--- src/rtl/mem_writer_if.sv ---
// mem_writer_if: load/readback bundle for mem_writer.
// master = source/consumer side, slave = mem_writer.
interface mem_writer_if #(
  parameter int WIDTH     = 8,
  parameter int DEPTH     = 16,
  parameter int LOG_DEPTH = $clog2(DEPTH)
);
  logic                 start;
  logic                 wr_valid;
  logic [WIDTH-1:0]     wr_data;
  logic                 wr_ready;
  logic                 done;
  logic [LOG_DEPTH:0]   count;
  logic [LOG_DEPTH-1:0] rd_address;
  logic [WIDTH-1:0]     rd_data;
  logic [WIDTH-1:0]     checksum;

  modport master (
    output start,
    output wr_valid,
    output wr_data,
    output rd_address,
    input  wr_ready,
    input  done,
    input  count,
    input  rd_data,
    input  checksum
  );

  modport slave (
    input  start,
    input  wr_valid,
    input  wr_data,
    input  rd_address,
    output wr_ready,
    output done,
    output count,
    output rd_data,
    output checksum
  );
endinterface

--- src/rtl/mem_writer.sv ---
// mem_writer: streams words into a DEPTH x WIDTH array at 0,1,2...
// and serves a 1-cycle registered read port.
// Ports: i_clk, i_reset (sync, active-high), bus (mem_writer_if.slave):
//   start, wr_valid/wr_data/wr_ready, done, count, rd_address/rd_data,
//   checksum.
// Option: define MEM_WRITER_CHECKSUM_EN to build the running checksum;
//   otherwise checksum is tied to 0.
module mem_writer #(
  parameter int WIDTH     = 8,
  parameter int DEPTH     = 16,
  parameter int LOG_DEPTH = $clog2(DEPTH)
) (
  input logic         i_clk,
  input logic         i_reset,
  mem_writer_if.slave bus
);

  localparam logic [LOG_DEPTH-1:0] LAST =
    LOG_DEPTH'(DEPTH - 1);
  localparam logic [LOG_DEPTH:0] FULL_CNT =
    (LOG_DEPTH + 1)'(DEPTH);

  typedef enum logic [1:0] {
    ST_IDLE,
    ST_LOAD,
    ST_FULL
  } state_t;

  state_t               r_state;
  logic                 r_done;
  logic [LOG_DEPTH:0]   r_count;
  logic [LOG_DEPTH-1:0] r_ptr;
  logic [WIDTH-1:0]     r_rd_data;
  logic [WIDTH-1:0]     r_mem [DEPTH];

  logic w_ready;
  logic w_hs;

  // Ready never looks at wr_valid; start masks it so a
  // restarting pass cannot swallow a word.
  assign w_ready = (r_state == ST_LOAD) && !bus.start;
  assign w_hs    = bus.wr_valid && w_ready && !i_reset;

  assign bus.wr_ready = w_ready;
  assign bus.done     = r_done;
  assign bus.count    = r_count;
  assign bus.rd_data  = r_rd_data;

  always_ff @(posedge i_clk) begin
    if (i_reset) begin
      r_state <= ST_IDLE;
      r_done  <= 1'b0;
      r_count <= '0;
      r_ptr   <= '0;
    end else begin
      unique case (r_state)
        ST_IDLE: begin
          if (bus.start) begin
            r_state <= ST_LOAD;
            r_count <= '0;
            r_ptr   <= '0;
          end
        end
        ST_LOAD: begin
          if (bus.start) begin
            r_count <= '0;
            r_ptr   <= '0;
          end else if (w_hs) begin
            if (r_ptr == LAST) begin
              r_state <= ST_FULL;
              r_done  <= 1'b1;
              r_count <= FULL_CNT;
              r_ptr   <= '0;
            end else begin
              r_count <= r_count + 1'b1;
              r_ptr   <= r_ptr + 1'b1;
            end
          end
        end
        ST_FULL: begin
          if (bus.start) begin
            r_state <= ST_LOAD;
            r_done  <= 1'b0;
            r_count <= '0;
            r_ptr   <= '0;
          end
        end
        default: begin
          r_state <= ST_IDLE;
          r_done  <= 1'b0;
          r_count <= '0;
          r_ptr   <= '0;
        end
      endcase
    end
  end

  // Storage is never cleared; old contents survive reset
  // and restarts until overwritten.
  always_ff @(posedge i_clk) begin
    if (w_hs)
      r_mem[r_ptr] <= bus.wr_data;
  end

  // Same-address read and write: the read sees the old word.
  always_ff @(posedge i_clk) begin
    if (i_reset)
      r_rd_data <= '0;
    else
      r_rd_data <= r_mem[bus.rd_address];
  end

`ifdef MEM_WRITER_CHECKSUM_EN
  logic [WIDTH-1:0] r_checksum;

  // Start clears in every state; no handshake in FULL holds it.
  always_ff @(posedge i_clk) begin
    if (i_reset || bus.start)
      r_checksum <= '0;
    else if (w_hs)
      r_checksum <= r_checksum + bus.wr_data;
  end

  assign bus.checksum = r_checksum;
`else
  assign bus.checksum = '0;
`endif

endmodule

--- src/flat_wrapper.sv ---
// flat-port wrapper written by rule: the top's interface ports become plain ports
module mem_writer_flat 
#(
  parameter int WIDTH     = 8,
  parameter int DEPTH     = 16,
  parameter int LOG_DEPTH = $clog2(DEPTH)
)
  (i_clk, i_reset, bus_start, bus_wr_valid, bus_wr_data, bus_rd_address, bus_wr_ready, bus_done, bus_count, bus_rd_data, bus_checksum);
  mem_writer_if #(.WIDTH(WIDTH), .DEPTH(DEPTH), .LOG_DEPTH(LOG_DEPTH)) bus_i ();
  input logic i_clk;
  input logic i_reset;
  input wire logic [$bits(bus_i.start)-1:0] bus_start;
  input wire logic [$bits(bus_i.wr_valid)-1:0] bus_wr_valid;
  input wire logic [$bits(bus_i.wr_data)-1:0] bus_wr_data;
  input wire logic [$bits(bus_i.rd_address)-1:0] bus_rd_address;
  output wire logic [$bits(bus_i.wr_ready)-1:0] bus_wr_ready;
  output wire logic [$bits(bus_i.done)-1:0] bus_done;
  output wire logic [$bits(bus_i.count)-1:0] bus_count;
  output wire logic [$bits(bus_i.rd_data)-1:0] bus_rd_data;
  output wire logic [$bits(bus_i.checksum)-1:0] bus_checksum;
  assign bus_i.start = bus_start;
  assign bus_i.wr_valid = bus_wr_valid;
  assign bus_i.wr_data = bus_wr_data;
  assign bus_i.rd_address = bus_rd_address;
  assign bus_wr_ready = bus_i.wr_ready;
  assign bus_done = bus_i.done;
  assign bus_count = bus_i.count;
  assign bus_rd_data = bus_i.rd_data;
  assign bus_checksum = bus_i.checksum;
  mem_writer #(.WIDTH(WIDTH), .DEPTH(DEPTH), .LOG_DEPTH(LOG_DEPTH)) u_core (.i_clk(i_clk), .i_reset(i_reset), .bus(bus_i));
endmodule
--- config.mk ---
export PLATFORM = sky130hd
export DESIGN_NAME = mem_writer_flat
export DESIGN_NICKNAME = d
export VERILOG_FILES = /design/src/rtl/mem_writer_if.sv /design/src/rtl/mem_writer.sv /design/src/flat_wrapper.sv
export SDC_FILE = /design/constraint.sdc
export NUM_CORES = 1
export LEC_CHECK = 0
export ABC_AREA = 0
export BUFFER_PORTS_ARGS = -buffer_cell sky130_fd_sc_hd__buf_4
export CAP_MARGIN = 40
export CORE_ASPECT_RATIO = 1.5
export CORE_UTILIZATION = 64
export DETAILED_ROUTE_END_ITERATION = 7
export GPL_ROUTABILITY_DRIVEN = 0
export PLACE_DENSITY_LB_ADDON = 0.3
export SLEW_MARGIN = 10
export SYNTH_ARGS = -nofsm -noshare
export SYNTH_HDL_FRONTEND = slang
export SYNTH_SLANG_ARGS = --single-unit
--- constraint.sdc ---
create_clock -name i_clk -period 6 [get_ports i_clk]
set_input_delay 0.6 -clock i_clk [delete_from_list [all_inputs] [get_ports i_clk]]
set_output_delay 0.6 -clock i_clk [all_outputs]
set_load 0.05 [all_outputs]
==> results_dict.tcl <==
set metrics [dict create \
    coreArea_um2 8828 \
    worstMarginPinSlew_ns 0.9291 \
    cpPeakStageDelay_ns 0.73 \
    synth_async_sr_flop_share_pct 0 \
    design.die.area_um2 9538 \
    clkPwrFrac_pct 43.7 \
    cts.root.buffer_cell "clkbuf_16" \
    p_switching_mw 0.4941 \
    pwr-share-seq_pct 50.4 \
    skew_ns 0.01254 \
    hpwl_um 7557 \
    fp.dieW_um 80.08 \
    hold_depth 2 \
    via_per_inst 6.487 \
    rsz0062_at_grt "no" \
    avgSynthCellArea_um2 18.23 \
    critPathRequiredTime_ns 6.04 \
    switching_share_pct 22.11 \
    grt_pass1_vias 3198 \
    cts_buffer_depth 2 \
    ctsResizeCount 0 \
    synth-main-ff-cell "edfxtp_1" \
    path_max_fanout 8 \
    clkTransAtPathRegs_ns 0.06 \
    ff2ff_setup_slack_ns 3.60 \
    r2r_cells 4 \
    num_rows 42 \
    hp-class "in2reg" \
    grt_max_degree 36 \
    die_h_um 119.1 \
    dr_total_vias 3133 \
    fmax_ghz 0.4164 \
    portBuffers 30 \
    antenna_found_initial 0 \
    cts-htree-levels 4 \
    drt_wl_total_um 11950 \
    period_minus_slack_ns 2.402 \
    crit_chain "or3b_1 > nor2_2 > nand2_1 > nor2_1" \
    pwr-share-comb_pct 5.9 \
    dp.cells 451 \
    drt-initial-drc-count 346 \
    drc 0 \
    initial_core_util_pct 66.28 \
    cp.arrival_ns 2.44 \
    grt.overflow.total 0 \
    seq_area_frac_synth_pct 72.53 \
    powerDensity_nw_per_um2 335.8 \
    layout-drive-gt1-share_pct 24.93 \
    place_ws_ns 3.322 \
    final_cells 483 \
    worstSetupEndpointType "flop" \
    grt_pass1_wl_um 18460 \
    synth_cell_types 38 \
    clk_latency_ns 0.42 \
    synth_seq_cells 148 \
    numCtsBuffers 17 \
    layout.nets 381 \
    slowest_stage "nor2_1" \
    wl_per_cell_um 24.74 \
    finalSetupViolations 0 \
    status "complete, no violations" \
    diodes 0 \
    finalPower_mw 2.235 \
    syn_area_um2 5852 \
    setup.worst_path.start_class "flop" \
    worst-setup-path-type "reg2reg" \
    final_core_util_pct 75.38 \
    syn2layout_area_growth_pct 13.73 \
    hold_viol_final 0 \
    ios 39 \
    post_cts_buffers 0 \
    maxCapViolations 0 \
    synth_edf_count 128 \
    p_int_mw 1.741 \
    finalMaxSlewViolations 0 \
    finalWorstSetupSlack_ns 3.598 \
    p_leak_nw 2.283 \
    vdd_drop_max_uv 314.4 \
    max_slew_margin_pct 37.83 \
    tns_ns 0 \
    synth_cells 321 \
    yosys_warnings 0 \
    drtAntennaViolNets 0 \
    cts_sinks 148 \
    cts_hold_buf 0 \
    first_pass_iters 5 \
    cts_tree "done" \
    globalRouteTotalUtil_pct 28.78 \
    period_share_pct 40.03 \
]
[metal layers]
layer	wire length [µm]	global-route usage, %	vias up
met5	0	0	-
met4	589	15.51	0
met3	797	8.736	36
met2	6277	45.73	189
met1	4287	35.13	1562
li1	-	-	1346
[logic make-up after synthesis]
logic type               synth area share [%]
multiplexers                            14.09
buffers and inverters                   3.207
flip-flops                              72.53
AO/OA/AOI/OAI                           4.533
AND/OR/NAND/NOR                         4.512
other                                 0.06408
adder cells (fa/ha/maj)                 1.069
[synth_stat cells, types with 5 or more instances]
library cell | instances | share of area [%]
edfxtp_1 | 128 | 66
mux4_2 | 26 | 10
dfxtp_1 | 20 | 6.8
nor2_1 | 18 | 1.2
mux2i_1 | 16 | 2.7
a21oi_1 | 12 | 1.0
buf_4 | 11 | 1.4
nand2_1 | 11 | 0.71
o21ai_0 | 7 | 0.60
inv_1 | 6 | 0.38
o22ai_1 | 6 | 0.64
and3_1 | 5 | 0.53
ha_1 | 5 | 1.1
nor3_1 | 5 | 0.43
[metrics by stage]
step           cell area [µm²]  hold slack, ns
4_1_cts                   6655          0.4392
5_1_grt                   6655          0.4424
6_report                  6655          0.4472
3_5_place_dp              6096          0.4620
2_1_floorplan             5878          0.4658
3_3_place_gp              6076          0.4514
[area by class of cell]
cell class	count	area [µm²]
Clock inverter	11	77.57
Tap cell	110	137.6
Clock buffer	21	481.7
Fill cell	490	2173
Sequential cell	148	4244
Multi-Input combinational cell	153	1446
Inverter	6	22.52
Timing Repair Buffer	34	245.2
[power by group through the flow]
stage	sequential, mW	combinational (mW)	clock [mW]
5_1_grt	1.13	0.139	1.03
6_report	1.13	0.131	0.977
2_1_floorplan	1.17	0.0735	0
3_5_place_dp	1.15	0.130	0
3_3_place_gp	1.15	0.127	0
4_1_cts	1.13	0.132	0.981
[placed cells by master (no fill, tap or decap), types with 3 or more instances in the layout]
cell and count:
nor2_1 18, conb_1 8, mux4_2 26, a221o_1 3
edfxtp_1 128, mux4_1 3, a21oi_1 12, buf_4 30
nand2_1 11, o22ai_1 6, a22o_1 3, nand3_1 3
mux2i_1 16, nor3_1 5, o21ai_0 7, buf_2 4
ha_1 5, clkinvlp_4 5, clkbuf_16 18, dfxtp_1 20
inv_1 6, a22oi_1 4, nor2b_1 3, and3_1 5
[sequential cells by signal, indices dropped and copies added, names as in the netlist]
register,flops
u_core.bus.count,5
u_core.bus.done,1
u_core.bus.rd_data,8
u_core.r_mem,128
u_core.r_ptr,4
u_core.r_state,2
[final timing paths]
check               startpoint                  end
min reg2reg    u_core.bus.done      u_core.bus.done
max          u_core.r_state[0]  u_core.r_mem[10][7]
min                    i_reset  u_core.bus.count[4]
max reg2reg  u_core.r_state[0]  u_core.r_mem[10][7]
[worst max-delay path, delay by kind of cell, from the launching register on]
kind / cells / cell delay (ns)
flip-flops: 1 / 0.43
AND/OR/NAND/NOR: 4 / 1.59
Power figures use the tool's default switching activity.
